`config.mk`:
```
export PLATFORM = sky130hd
export DESIGN_NAME = stream_eq_monitor_flat
export DESIGN_NICKNAME = d
export VERILOG_FILES = /design/src/rtl/stream_eq_monitor_if.sv /design/src/rtl/stream_eq_monitor.sv /design/src/flat_wrapper.sv
export SDC_FILE = /design/constraint.sdc
export NUM_CORES = 1
export LEC_CHECK = 0
export BUFFER_PORTS_ARGS = -buffer_cell sky130_fd_sc_hd__buf_2
export CORE_MARGIN = 2
export CORE_UTILIZATION = 37
export CTS_CLUSTER_SIZE = 20
export DETAILED_ROUTE_END_ITERATION = 12
export PLACE_DENSITY_LB_ADDON = 0.12
export SYNTH_ARGS = -nofsm -noshare
export SYNTH_HDL_FRONTEND = slang
export SYNTH_SLANG_ARGS = --single-unit
```
`constraint.sdc`:
```
create_clock -name clk -period 3.9 [get_ports clk]
set_input_delay 0.78 -clock clk [delete_from_list [all_inputs] [get_ports clk]]
set_output_delay 0.78 -clock clk [all_outputs]
set_load 0.02 [all_outputs]
```
`src/rtl/stream_eq_monitor_if.sv`:
```
`default_nettype none
// ============================================================================
// Module   : stream_eq_monitor_if
// Purpose  : Handshake/status bundle between two streaming DUTs and the
//            stream_eq_monitor checker. Optional tlast: STREAM_EQ_TLAST_EN.
// Revision : 1.0 - initial release
// ============================================================================
interface stream_eq_monitor_if #(
   parameter int DATA_W = 8,
   parameter int CNT_W  = 16
);
`ifdef STREAM_EQ_TLAST_EN
   logic              a_tlast;
   logic              b_tlast;
`endif
   logic              start;
   logic              a_complete;
   logic              b_complete;
   logic [DATA_W-1:0] a_tdata;
   logic [DATA_W-1:0] b_tdata;
   logic              a_tvalid;
   logic              b_tvalid;
   logic              a_tready;
   logic              b_tready;
   logic              a_step;
   logic              b_step;
   logic              busy;
   logic              done;
   logic              pass;
   logic              mismatch;
   logic              timeout;
   logic [CNT_W-1:0]  mismatch_idx;
   logic [CNT_W-1:0]  match_cnt;

   modport master (
`ifdef STREAM_EQ_TLAST_EN
      output a_tlast, b_tlast,
`endif
      output start, a_complete, b_complete, a_tdata, b_tdata, a_tvalid, b_tvalid,
      input  a_tready, b_tready, a_step, b_step, busy, done, pass, mismatch,
      input  timeout, mismatch_idx, match_cnt
   );

   modport slave (
`ifdef STREAM_EQ_TLAST_EN
      input  a_tlast, b_tlast,
`endif
      input  start, a_complete, b_complete, a_tdata, b_tdata, a_tvalid, b_tvalid,
      output a_tready, b_tready, a_step, b_step, busy, done, pass, mismatch,
      output timeout, mismatch_idx, match_cnt
   );
endinterface
`default_nettype wire

```
`src/rtl/stream_eq_monitor.sv`:
```
`default_nettype none
// ============================================================================
// Module   : stream_eq_monitor
// Purpose  : Latency-tolerant in-order equivalence checker for two streaming
//            designs. Optional tlast support: define STREAM_EQ_TLAST_EN.
// Revision : 1.0 - initial release
// ============================================================================
module stream_eq_monitor #(
   parameter int DATA_W      = 8,
   parameter int DEPTH       = 4,
   parameter int WAIT_CYCLES = 5,
   parameter int CNT_W       = 16,
   parameter int TIMEOUT     = 4096
) (
   input  wire logic          clk,
   input  wire logic          rst,
   stream_eq_monitor_if.slave mon
);

   localparam int AW = $clog2(DEPTH);
   localparam int PW = AW + 1;
`ifdef STREAM_EQ_TLAST_EN
   localparam int FW = DATA_W + 1;
`else
   localparam int FW = DATA_W;
`endif
   localparam int WW = $clog2(WAIT_CYCLES + 2);

   localparam logic [WW-1:0]    c_WAIT_MAX = WW'(WAIT_CYCLES);
   localparam logic [WW-1:0]    c_WAIT_SAT = WW'(WAIT_CYCLES + 1);
   localparam logic [CNT_W-1:0] c_TO_LAST  = CNT_W'(TIMEOUT - 1);
   localparam logic [CNT_W-1:0] c_CNT_MAX  = '1;

   typedef enum logic [2:0] {
      S_IDLE  = 3'd0,
      S_RUN   = 3'd1,
      S_DRAIN = 3'd2,
      S_PASS  = 3'd3,
      S_FAIL  = 3'd4
   } state_t;

   state_t           state_q, state_d;
   logic [PW-1:0]    wr_q [2];
   logic [PW-1:0]    wr_d [2];
   logic [PW-1:0]    rd_q [2];
   logic [PW-1:0]    rd_d [2];
   logic [WW-1:0]    w_q  [2];
   logic [WW-1:0]    w_d  [2];
   logic [CNT_W-1:0] cycle_q, cycle_d;
   logic [CNT_W-1:0] match_q, match_d;
   logic [CNT_W-1:0] idx_q, idx_d;
   logic             mis_q, mis_d;
   logic             to_q, to_d;
   logic [FW-1:0]    mem_q [2][DEPTH];

   logic [FW-1:0]    tok  [2];
   logic [FW-1:0]    head [2];
   logic [1:0]       complete, tvalid, step, tready, full, empty, push;
   logic             busy, pop_both, heads_eq, go_drain;

   // Index 0 is side A, index 1 is side B throughout.
`ifdef STREAM_EQ_TLAST_EN
   assign tok[0] = {mon.a_tlast, mon.a_tdata};
   assign tok[1] = {mon.b_tlast, mon.b_tdata};
`else
   assign tok[0] = mon.a_tdata;
   assign tok[1] = mon.b_tdata;
`endif
   assign complete = {mon.b_complete, mon.a_complete};
   assign tvalid   = {mon.b_tvalid, mon.a_tvalid};
   assign busy     = (state_q == S_RUN) || (state_q == S_DRAIN);

   always_comb begin
      for (int i = 0; i < 2; i++) begin
         empty[i]  = (wr_q[i] == rd_q[i]);
         full[i]   = (wr_q[i][AW-1:0] == rd_q[i][AW-1:0]) && (wr_q[i][AW] != rd_q[i][AW]);
         step[i]   = busy && (w_q[i] <= c_WAIT_MAX);
         tready[i] = busy && step[i] && !full[i];
         push[i]   = tvalid[i] && tready[i];
         head[i]   = mem_q[i][rd_q[i][AW-1:0]];
      end
   end

   assign pop_both = busy && !empty[0] && !empty[1];
   assign heads_eq = (head[0] == head[1]);
`ifdef STREAM_EQ_TLAST_EN
   assign go_drain = (!step[0] && !step[1]) || (pop_both && heads_eq && head[0][FW-1]);
`else
   assign go_drain = !step[0] && !step[1];
`endif

   always_comb begin
      state_d = state_q;
      cycle_d = cycle_q;
      match_d = match_q;
      idx_d   = idx_q;
      mis_d   = mis_q;
      to_d    = to_q;
      for (int i = 0; i < 2; i++) begin
         wr_d[i] = push[i] ? wr_q[i] + PW'(1) : wr_q[i];
         rd_d[i] = pop_both ? rd_q[i] + PW'(1) : rd_q[i];
         if (!complete[i]) begin
            w_d[i] = '0;
         end else if (w_q[i] == c_WAIT_SAT) begin
            w_d[i] = w_q[i];
         end else begin
            w_d[i] = w_q[i] + WW'(1);
         end
      end

      if (pop_both && heads_eq && (match_q != c_CNT_MAX)) begin
         match_d = match_q + CNT_W'(1);
      end

      case (state_q)
         S_RUN: begin
            cycle_d = cycle_q + CNT_W'(1);
            if (pop_both && !heads_eq) begin
               mis_d   = 1'b1;
               idx_d   = match_q;
               state_d = S_FAIL;
            end else if (go_drain) begin
               state_d = S_DRAIN;
            end else if (cycle_q == c_TO_LAST) begin
               to_d    = 1'b1;
               state_d = S_FAIL;
            end
         end
         S_DRAIN: begin
            if (pop_both && !heads_eq) begin
               mis_d   = 1'b1;
               idx_d   = match_q;
               state_d = S_FAIL;
            end else if (empty[0] && empty[1]) begin
               state_d = S_PASS;
            end else if (empty[0] != empty[1]) begin
               // Leftover tokens on one side only: streams differ in length.
               mis_d   = 1'b1;
               idx_d   = match_q;
               state_d = S_FAIL;
            end
         end
         default: begin
            state_d = state_q;
         end
      endcase

      if (mon.start) begin
         state_d = S_RUN;
         cycle_d = '0;
         match_d = '0;
         idx_d   = '0;
         mis_d   = 1'b0;
         to_d    = 1'b0;
         for (int i = 0; i < 2; i++) begin
            wr_d[i] = '0;
            rd_d[i] = '0;
            w_d[i]  = '0;
         end
      end
   end

   always_ff @(posedge clk or posedge rst) begin
      if (rst) begin
         state_q <= S_IDLE;
         cycle_q <= '0;
         match_q <= '0;
         idx_q   <= '0;
         mis_q   <= 1'b0;
         to_q    <= 1'b0;
         for (int i = 0; i < 2; i++) begin
            wr_q[i] <= '0;
            rd_q[i] <= '0;
            w_q[i]  <= '0;
         end
      end else begin
         state_q <= state_d;
         cycle_q <= cycle_d;
         match_q <= match_d;
         idx_q   <= idx_d;
         mis_q   <= mis_d;
         to_q    <= to_d;
         for (int i = 0; i < 2; i++) begin
            wr_q[i] <= wr_d[i];
            rd_q[i] <= rd_d[i];
            w_q[i]  <= w_d[i];
         end
      end
   end

   // Storage needs no reset: pointers alone define valid contents.
   always_ff @(posedge clk) begin
      for (int i = 0; i < 2; i++) begin
         if (push[i]) begin
            mem_q[i][wr_q[i][AW-1:0]] <= tok[i];
         end
      end
   end

   assign mon.a_tready     = tready[0];
   assign mon.b_tready     = tready[1];
   assign mon.a_step       = step[0];
   assign mon.b_step       = step[1];
   assign mon.busy         = busy;
   assign mon.done         = (state_q == S_PASS) || (state_q == S_FAIL);
   assign mon.pass         = (state_q == S_PASS);
   assign mon.mismatch     = mis_q;
   assign mon.timeout      = to_q;
   assign mon.mismatch_idx = idx_q;
   assign mon.match_cnt    = match_q;

endmodule
`default_nettype wire

```
`src/flat_wrapper.sv`:
```
// flat-port wrapper written by rule: the top's interface ports become plain ports
module stream_eq_monitor_flat 
#(
   parameter int DATA_W      = 8,
   parameter int DEPTH       = 4,
   parameter int WAIT_CYCLES = 5,
   parameter int CNT_W       = 16,
   parameter int TIMEOUT     = 4096
)
  (clk, rst, mon_start, mon_a_complete, mon_b_complete, mon_a_tdata, mon_b_tdata, mon_a_tvalid, mon_b_tvalid, mon_a_tready, mon_b_tready, mon_a_step, mon_b_step, mon_busy, mon_done, mon_pass, mon_mismatch, mon_timeout, mon_mismatch_idx, mon_match_cnt);
  stream_eq_monitor_if #(.DATA_W(DATA_W), .CNT_W(CNT_W)) mon_i ();
  input  wire logic clk;
  input  wire logic rst;
  input wire logic [$bits(mon_i.start)-1:0] mon_start;
  input wire logic [$bits(mon_i.a_complete)-1:0] mon_a_complete;
  input wire logic [$bits(mon_i.b_complete)-1:0] mon_b_complete;
  input wire logic [$bits(mon_i.a_tdata)-1:0] mon_a_tdata;
  input wire logic [$bits(mon_i.b_tdata)-1:0] mon_b_tdata;
  input wire logic [$bits(mon_i.a_tvalid)-1:0] mon_a_tvalid;
  input wire logic [$bits(mon_i.b_tvalid)-1:0] mon_b_tvalid;
  output wire logic [$bits(mon_i.a_tready)-1:0] mon_a_tready;
  output wire logic [$bits(mon_i.b_tready)-1:0] mon_b_tready;
  output wire logic [$bits(mon_i.a_step)-1:0] mon_a_step;
  output wire logic [$bits(mon_i.b_step)-1:0] mon_b_step;
  output wire logic [$bits(mon_i.busy)-1:0] mon_busy;
  output wire logic [$bits(mon_i.done)-1:0] mon_done;
  output wire logic [$bits(mon_i.pass)-1:0] mon_pass;
  output wire logic [$bits(mon_i.mismatch)-1:0] mon_mismatch;
  output wire logic [$bits(mon_i.timeout)-1:0] mon_timeout;
  output wire logic [$bits(mon_i.mismatch_idx)-1:0] mon_mismatch_idx;
  output wire logic [$bits(mon_i.match_cnt)-1:0] mon_match_cnt;
  assign mon_i.start = mon_start;
  assign mon_i.a_complete = mon_a_complete;
  assign mon_i.b_complete = mon_b_complete;
  assign mon_i.a_tdata = mon_a_tdata;
  assign mon_i.b_tdata = mon_b_tdata;
  assign mon_i.a_tvalid = mon_a_tvalid;
  assign mon_i.b_tvalid = mon_b_tvalid;
  assign mon_a_tready = mon_i.a_tready;
  assign mon_b_tready = mon_i.b_tready;
  assign mon_a_step = mon_i.a_step;
  assign mon_b_step = mon_i.b_step;
  assign mon_busy = mon_i.busy;
  assign mon_done = mon_i.done;
  assign mon_pass = mon_i.pass;
  assign mon_mismatch = mon_i.mismatch;
  assign mon_timeout = mon_i.timeout;
  assign mon_mismatch_idx = mon_i.mismatch_idx;
  assign mon_match_cnt = mon_i.match_cnt;
  stream_eq_monitor #(.DATA_W(DATA_W), .DEPTH(DEPTH), .WAIT_CYCLES(WAIT_CYCLES), .CNT_W(CNT_W), .TIMEOUT(TIMEOUT)) u_core (.clk(clk), .rst(rst), .mon(mon_i));
endmodule
```
==> flow_summary.toml, run 1 <==
[grt]
grt_pass1_vias = 4171
grt-ovfl-total = 0
antenna_found_initial = 0
grt_use_total = 0.1588
grt_max_degree = 39
grt_pass1_wl_mm = 21.59

[sta]
fin_worst_skew_ns = 0.01253
finalSetupTns_ns = 0
period_needed_ns = 3.079
rsz0062_at_grt = "no"
hold_viol = 0
post-route-period-util = 0.7894
worst_pin_slew_ns = 0.7813
fmax_mhz = 324.8
final_max_slew_viol_count = 0
setup-violations-final = 0
setup_ws_ns = 0.8212
slew_headroom = 0.4792

[clock_tree]
root_buffer = "clkbuf_16"
post_cts_buffers = 0
clock_latency_ns = 0.41
cts_tree = "done"
htree_levels = 4
cts_made_buffers = 17
clkSinkCount = 135
ctsResizeCount = 0
path_clk_slew_ns = 0.06
hold_buffers = 0
clock_path_buffers = 2

[yosys]
seq_area_frac_synth = 0.6028
synth-edff-count = 64
netlist.area_leader.share = 0.3132
synth.avg_cell_area_um2 = 12.55
syn_area_um2 = 6136
synth_ff_type = "dfrtp_1"
yosys_warnings = 0
synthArstFlopShare = 0.5259
synth.distinct_cells = 42
synth_area_leaders = "edfxtp_1 31%, dfrtp_1 29%, mux4_2 5.9%"
synth_most_common_cell = "dfrtp_1"
yosys_register_bits = 135
syn_inst = 489
synth_top_cell_by_area = "edfxtp_1"
synth_nets = 531
synth_common_cells = "71 x dfrtp_1, 64 x edfxtp_1, 45 x nor2_1"

[floorplan]
ios = 64
core_um2 = 16410
die_x_um = 132.8
start_util = 0.3740
die-area_um2 = 17630
rows = 47
die_height_um = 132.8

[setup_path]
worstPathMaxFanout = 29
critPathArrivalTime_ns = 3.37
path_class = "flop to flop"
worstReg2RegStart = "u_core.rd_q[0]$_DFFE_PP0P_"
cp-end-kind = "flop"
crit_path_cell_trace = "mux4_2, xnor2_1, nand4_1, nand4bb_1, buf_4, nor4_1, mux2_1"
timing.rr.end = "u_core.mon.match_cnt[15]$_DFFE_PP0P_"
reg2reg_depth = 7
worst_setup_path_start_kind = "flop"
cp_data_required_time_ns = 4.19
crit_path_max_incr_delay_ns = 0.77
r2r_setup_slack_ns = 0.82
worst_path_max_delay_cell = "dfrtp_1"

[finish]
synthToLayoutAreaGrowth_pct = 17.86
nFillCells = 1532
diodes = 0
finalNetCount = 596
drive_gt1_frac = 0.2046

[drt]
final_antenna_net_count = 0
drt-wirelength-per-cell_um = 16.56
viasPerCell = 5.118
drc_errors = 0
vias = 4028
drt_iter0_drc = 297
wl_mm = 13.03
drt-pass1-iter-count = 5

[flow_run]
drv_cap = 0

[placement]
gp_congestion = 0.7305
dpl.hpwl_mm = 8.731
pre_cts_ws_ns = 0.7771
numPortBuffers = 63

[pwr]
p_leak_nw = 2.889
powerDensity_nw_per_um2 = 605.2
p_total_mw = 4.377
ir_drop_uv = 358.1

[hold_path]
hp-class = "input port to async pin"

[outcome]
status = "complete, no violations"
[logic make-up (layout without fill, tap and decap cells)]
kind of cell    after synthesis  in the layout  synth area share
mux                          23             23           0.07035
simple gates                148            148            0.1238
buf+inv                      41            119           0.02712
flops                       135            135            0.6028
fa+ha+maj                    19             19           0.03874
compound gates               83             83           0.08014
xor+xnor                     40             40           0.05710
[metrics by stage]
step           instances  area, um2  hold slack [ns]    util
3_5_place_dp         755       6678           0.5154  0.4070
2_1_floorplan        489       6136           0.4969       -
3_3_place_gp         755       6678           0.5049  0.4070
6_report             787       7232           0.4946  0.4408
4_1_cts              787       7232           0.5048  0.4408
5_1_grt              787       7232           0.5384  0.4408
[cell type report]
| cell class | count | area, um2 | area share |
|---|---|---|---|
| flip-flops and latches | 135 | 3699 | 0.5114 |
| clock buffers | 23 | 479.2 | 0.06626 |
| well taps | 220 | 275.3 | 0.03806 |
| inverters | 18 | 67.56 | 0.009343 |
| multi-input cells | 313 | 2276 | 0.3147 |
| clock inverters | 9 | 75.07 | 0.01038 |
| repair buffers | 69 | 360.3 | 0.04983 |
[cells in the final DEF, fill, tap and decap left out, types with 5 or more instances in the layout]
cell type and n:
dfrtp_1 71, edfxtp_1 64, buf_2 63, nor2_1 45, a21oi_1 33, nand3_1 28, xnor2_1 26, nand2_1 23
o21ai_1 20, ha_1 19, clkbuf_16 18, mux4_2 16, inv_1 16, xor2_1 14, or4_1 11, and2_1 11
o31ai_1 10, nand4_1 6, and3_1 6, mux2i_1 6, buf_4 6, or3_1 5, o21a_1 5, clkinv_2 5
[critical path: cells and delay by family (launching register included)]
kind                   cells  cell delay (ns)
XOR/XNOR                   1             0.20
multiplexers               2             0.99
AND/OR/NAND/NOR            3             0.73
flip-flops                 1             0.77
buffers and inverters      1             0.26
[state kept, by name, summed over array words and instances (netlist names)]
signal	cells
u_core.mon.mismatch	1
u_core.cycle_q	16
u_core.rd_q	6
u_core.mon.timeout	1
u_core.mon.match_cnt	16
u_core.w_q	6
u_core.mon.mismatch_idx	16
u_core.mem_q	64
u_core.state_q	3
u_core.wr_q	6
[per-layer routing]
metal,vias up,GRT usage,share of wire
met2,77,0.2484,0.48
met5,-,0,0
met4,0,0.05197,0.0095
li1,1910,-,-
met3,9,0.04559,0.027
met1,2032,0.2143,0.48
[report_power, final]
| group | internal, mW | switching (mW) | leakage (nW) |
|---|---|---|---|
| Sequential | 1.67 | 0.136 | 1.56 |
| Clock | 0.924 | 0.572 | 0.273 |
| Combinational | 0.456 | 0.619 | 1.05 |
| Total | 3.05 | 1.33 | 2.89 |
[worst max path at each step]
| stage | startpoint | endpoint |
|---|---|---|
| CTS | u_core.rd_q[3]$_DFFE_PP0P_ | u_core.mon.match_cnt[15]$_DFFE_PP0P_ |
| detailed placement | u_core.rd_q[3]$_DFFE_PP0P_ | u_core.mon.match_cnt[15]$_DFFE_PP0P_ |
| global route | u_core.rd_q[3]$_DFFE_PP0P_ | u_core.mon.match_cnt[15]$_DFFE_PP0P_ |
| finish | u_core.rd_q[0]$_DFFE_PP0P_ | u_core.mon.match_cnt[15]$_DFFE_PP0P_ |
| global placement | u_core.rd_q[3]$_DFFE_PP0P_ | u_core.mon.match_cnt[15]$_DFFE_PP0P_ |
| floorplan | rst | u_core.cycle_q[0]$_DFFE_PP0P_ |
No activity file was read; power rests on OpenSTA's default activity.
==> run 2, diff against run 1 <==
==> constraint.sdc (replaced) <==
create_clock -name clk -period 2.8 [get_ports clk]
set_input_delay 0.56 -clock clk [delete_from_list [all_inputs] [get_ports clk]]
set_output_delay 0.56 -clock clk [all_outputs]
set_load 0.02 [all_outputs]
==> flow_summary.toml, run 2 (synthesis gave the netlist of run 1 again) <==
[outcome]
status = "complete, no violations"

[finish]
drive_gt1_frac = 0.2297
post-route-cell-area_um2 = 7415
stdcell_count = 799
mostFrequentLayoutCells = "71 x dfrtp_1, 64 x edfxtp_1, 63 x buf_2"
diodes = 0
synthToLayoutAreaGrowth_pct = 20.84
finalNetCount = 608
layout_commonest_cell = "dfrtp_1"
largest_register_ffs = 64
fin_util = 0.4519

[sta]
finalSetupTns_ns = 0
fmax_mhz = 383.1
setup-violations-final = 0
slew_headroom = 0.6098
rsz0062_at_grt = "no"
fin_worst_skew_ns = 0.01149
worst_pin_slew_ns = 0.5853
finalHoldWorstSlack_ns = 0.2182
post-route-period-util = 0.9323
hold_viol = 0
setup_ws_ns = 0.1895
period_needed_ns = 2.611
final_max_slew_viol_count = 0

[setup_path]
crit_path_cell_trace = "buf_12, mux4_2, xnor2_1, nand4_1, nand4bb_1, buf_6, or4_1, a21oi_1"
worstPathMaxFanout = 29
cp_data_required_time_ns = 3.15
worstReg2RegStart = "u_core.rd_q[0]$_DFFE_PP0P_"
cp-end-kind = "flop"
critPathArrivalTime_ns = 2.96
crit_path_max_incr_delay_ns = 0.54
path_class = "flop to flop"
worst_setup_path_start_kind = "flop"
worst_path_max_delay_cell = "mux4_2"
startpoint = "u_core.rd_q[0]$_DFFE_PP0P_"

[clock_tree]
root_buffer = "clkbuf_16"
hold_buffers = 0
clock_latency_ns = 0.43
clkSinkCount = 135
cts_tree = "done"
path_clk_slew_ns = 0.06
clock_path_buffers = 2
cts_made_buffers = 17
htree_levels = 4

[placement]
post_dp_cell_area_um2 = 6805
pre_cts_ws_ns = 0.1204
numPortBuffers = 63
dp_cells = 767
dpl.hpwl_mm = 9.449
gp_congestion = 0.8010

[drt]
drc_errors = 0
drt_iter0_drc = 275
viasPerCell = 5.154
vias = 4118
drt-wirelength-per-cell_um = 17.31
wl_mm = 13.83
final_antenna_net_count = 0
drt-pass1-iter-count = 4

[floorplan]
die-area_um2 = 17630
die_height_um = 132.8
rows = 47
die_x_um = 132.8
ios = 64
start_util = 0.3740
core_um2 = 16410

[grt]
grtUsageMet1 = 0.2242
grt_max_degree = 72
grt_pass1_vias = 4177
met2_usage = 0.2648
antenna_found_initial = 1
grt_use_total = 0.1676
use_met3 = 0.04674
grt-ovfl-total = 0
grt-busiest-layer = "met2"
grt_pass1_wl_mm = 22.75

[pwr]
powerDensity_nw_per_um2 = 860.2
p_leak_nw = 2.970
ir_drop_uv = 535.9
p_total_mw = 6.378

[hold_path]
hp-class = "input port to async pin"

[flow_run]
drv_cap = 0
-- run 2: cell types whose count changed in the layout (fill, tap and decap cells not counted), sizes merged --
| cell | before | now |
|---|---|---|
| clkinvlp | 1 | 3 |
| clkbuf | 23 | 18 |
| clkinv | 7 | 4 |
| bufinv | 1 | 2 |
| inv | 18 | 23 |
| buf | 69 | 81 |
-- run 2: final cells by class --
| cell class | count | area, um2 |
|---|---|---|
| sequential | 135 | 3699 |
| timing repair buffer | 81 | 495.5 |
| clock buffer | 18 | 429.2 |
| clock inverter | 14 | 166.4 |
| fill | 1507 | 8992 |
| inverter | 18 | 67.56 |
| multi-input combinational | 313 | 2282 |
| tap | 220 | 275.3 |
-- run 2: layer usage --
metal | routed length (um) | vias up
li1 | - | 1942
met1 | 6351 | 2069
met2 | 6645 | 91
met3 | 670 | 14
met4 | 153 | 2
met5 | 10 | -
-- run 2: worst max-delay path: cells and delay by family, from the launching register on --
family                    cells  cell delay, ns
buffers and inverters         2            0.35
DFF                           1            0.40
and+or+nand+nor               3            0.90
AOI/OAI and AO/OA             1            0.16
muxes                         1            0.54
xor gates and xnor gates      1            0.19
-- run 2: final timing paths --
kind,slack (ns),end,cells past startpoint
worst max register to register,0.19,u_core.mon.match_cnt[14]$_DFFE_PP0P_,8
max in group asynchronous,2.28,u_core.mon.match_cnt[13]$_DFFE_PP0P_,3
min in group clk,0.36,u_core.mem_q[0][41]$_DFFE_PP_,1
worst min register to register,0.52,u_core.mon.timeout$_DFFE_PP0P_,1
worst max-delay path,0.19,u_core.mon.match_cnt[14]$_DFFE_PP0P_,8
worst min-delay path,0.22,u_core.cycle_q[3]$_DFFE_PP0P_,3
-- run 2: power breakdown --
part / switching (mW) / internal, mW / leakage, nW
sequential: 0.148 / 2.33 / 1.56
combinational: 0.930 / 0.716 / 1.12
clock: 0.922 / 1.33 / 0.282
-- run 2: repair_timing --
action,CTS,global route
buffers inserted,0,0
gates resized for setup,0,3
endpoints found under the setup margin,0,5
==> run 3, diff against run 2 <==
--- a/config.mk
+++ b/config.mk
@@ -8,6 +8,7 @@
 export BUFFER_PORTS_ARGS = -buffer_cell sky130_fd_sc_hd__buf_2
 export CORE_MARGIN = 2
 export CORE_UTILIZATION = 37
+export CTS_BUF_LIST = sky130_fd_sc_hd__clkbuf_4 sky130_fd_sc_hd__clkbuf_8
 export CTS_CLUSTER_SIZE = 20
 export DETAILED_ROUTE_END_ITERATION = 12
 export PLACE_DENSITY_LB_ADDON = 0.12
==> flow_summary.toml, run 3 (synthesis gave the netlist of run 1 again) <==
[placement]
dpl.hpwl_mm = 9.449
gp_congestion = 0.8010
pre_cts_ws_ns = 0.1204
numPortBuffers = 63
dp_cells = 767

[sta]
final_max_slew_viol_count = 0
setup-violations-final = 0
slew_headroom = 0.6165
period_needed_ns = 2.643
worst_pin_slew_ns = 0.5753
finalHoldWorstSlack_ns = 0.1767
fmax_mhz = 378.4
post-route-period-util = 0.9439
fin_worst_skew_ns = 0.01315
finalSetupTns_ns = 0
setup_ws_ns = 0.1572
hold_viol = 0

[drt]
drt-pass1-iter-count = 5
final_antenna_net_count = 0
wl_mm = 13.71
drc_errors = 0
viasPerCell = 5.134
vias = 4102
drt_iter0_drc = 290
drt-wirelength-per-cell_um = 17.16

[grt]
grt_pass1_wl_mm = 22.58
grt_use_total = 0.1671
antenna_found_initial = 1
grt-ovfl-total = 0
grt_max_degree = 72
grt_pass1_vias = 4152

[clock_tree]
clock_latency_ns = 0.46
cts_tree = "done"
post_cts_buffers = 0
clkSinkCount = 135
hold_buffers = 0
clock_path_buffers = 2
htree_levels = 4
cts_made_buffers = 17
path_clk_slew_ns = 0.09
root_buffer = "clkbuf_8"

[setup_path]
worstPathMaxFanout = 29
crit_path_max_incr_delay_ns = 0.55
cp-end-kind = "flop"
worst_path_max_delay_cell = "mux4_2"
crit_path_cell_trace = "buf_12, mux4_2, xnor2_2, nand4_1, nand4bb_4, buf_12, or4_1, a21oi_1"
worst_setup_path_start_kind = "flop"
worst_path_most_repeated_cell = "buf_12"
path_class = "flop to flop"
critPathArrivalTime_ns = 3.02
cp_data_required_time_ns = 3.18

[outcome]
status = "complete, no violations"

[finish]
finalNetCount = 608
layout_commonest_cell = "dfrtp_1"
synthToLayoutAreaGrowth_pct = 18.50
nFillCells = 1527
mostFrequentLayoutCells = "71 x dfrtp_1, 64 x edfxtp_1, 63 x buf_2"
diodes = 0
fin_util = 0.4431
largest_register_ffs = 64
drive_gt1_frac = 0.2366
stdcell_count = 799

[floorplan]
die-area_um2 = 17630
die_x_um = 132.8
ios = 64
die_height_um = 132.8
start_util = 0.3740
core_um2 = 16410
rows = 47

[flow_run]
drv_cap = 0

[pwr]
p_leak_nw = 2.917
ir_drop_uv = 518.7
powerDensity_nw_per_um2 = 799.5

[hold_path]
hp-class = "input port to async pin"
[run 3: layout make-up]
class,instances,area [um2],share of cell area
tap,220,275.3,0.03786
clock buffer,18,241.5,0.03321
inverter,18,67.56,0.009293
multi-input combinational,313,2317,0.3187
timing repair buffer,81,504.2,0.06935
sequential,135,3699,0.5087
clock inverter,14,166.4,0.02289
[run 3: path summary, 6_finish.rpt]
path | to | depth (start not counted) | slack [ns] | start
worst max-delay path | u_core.mon.match_cnt[14]$_DFFE_PP0P_ | 8 | 0.16 | u_core.rd_q[0]$_DFFE_PP0P_
worst min-delay path | u_core.w_q[4]$_DFFE_PP0P_ | 3 | 0.18 | rst
worst max register to register | u_core.mon.match_cnt[14]$_DFFE_PP0P_ | 8 | 0.16 | u_core.rd_q[0]$_DFFE_PP0P_
worst min register to register | u_core.mon.timeout$_DFFE_PP0P_ | 1 | 0.52 | u_core.mon.timeout$_DFFE_PP0P_
max in group asynchronous | u_core.mon.match_cnt[13]$_DFFE_PP0P_ | 3 | 2.32 | rst
min in group clk | u_core.mem_q[0][62]$_DFFE_PP_ | 1 | 0.32 | mon_b_tdata[6]
[run 3: per-layer routing]
metal | up-vias | track usage | share of wire
met1 | 2040 | 0.2219 | 0.46
met5 | - | 0 | 0.00073
met4 | 2 | 0.06093 | 0.015
li1 | 1944 | - | -
met3 | 17 | 0.04444 | 0.044
met2 | 99 | 0.2648 | 0.48
[run 3: power by group]
| group | internal (mW) | switching (mW) |
|---|---|---|
| Sequential | 2.32 | 0.148 |
| Combinational | 0.737 | 0.941 |
| Clock | 0.824 | 0.840 |
| Total | 3.88 | 1.93 |
[run 3: worst max-delay path: cells and delay by family, from the launching register on]
family	cells	cell delay, ns
xor+xnor	1	0.17
flops	1	0.40
simple gates	3	0.93
mux	1	0.55
compound gates	1	0.16
buf+inv	2	0.33
[run 3: what timing repair did]
item | CTS | global route
hold endpoints to repair | 0 | 0
endpoints found under the setup margin | 0 | 7
resized for setup | 0 | 9
[run 3: metrics by stage]
step                      cell area, um2  power, mW
after floorplan                     6136      3.633
after global placement              6805      4.157
after detailed placement            6805      4.168
after CTS                           7213      5.843
after global routing                7271      6.155
final                               7271      5.813
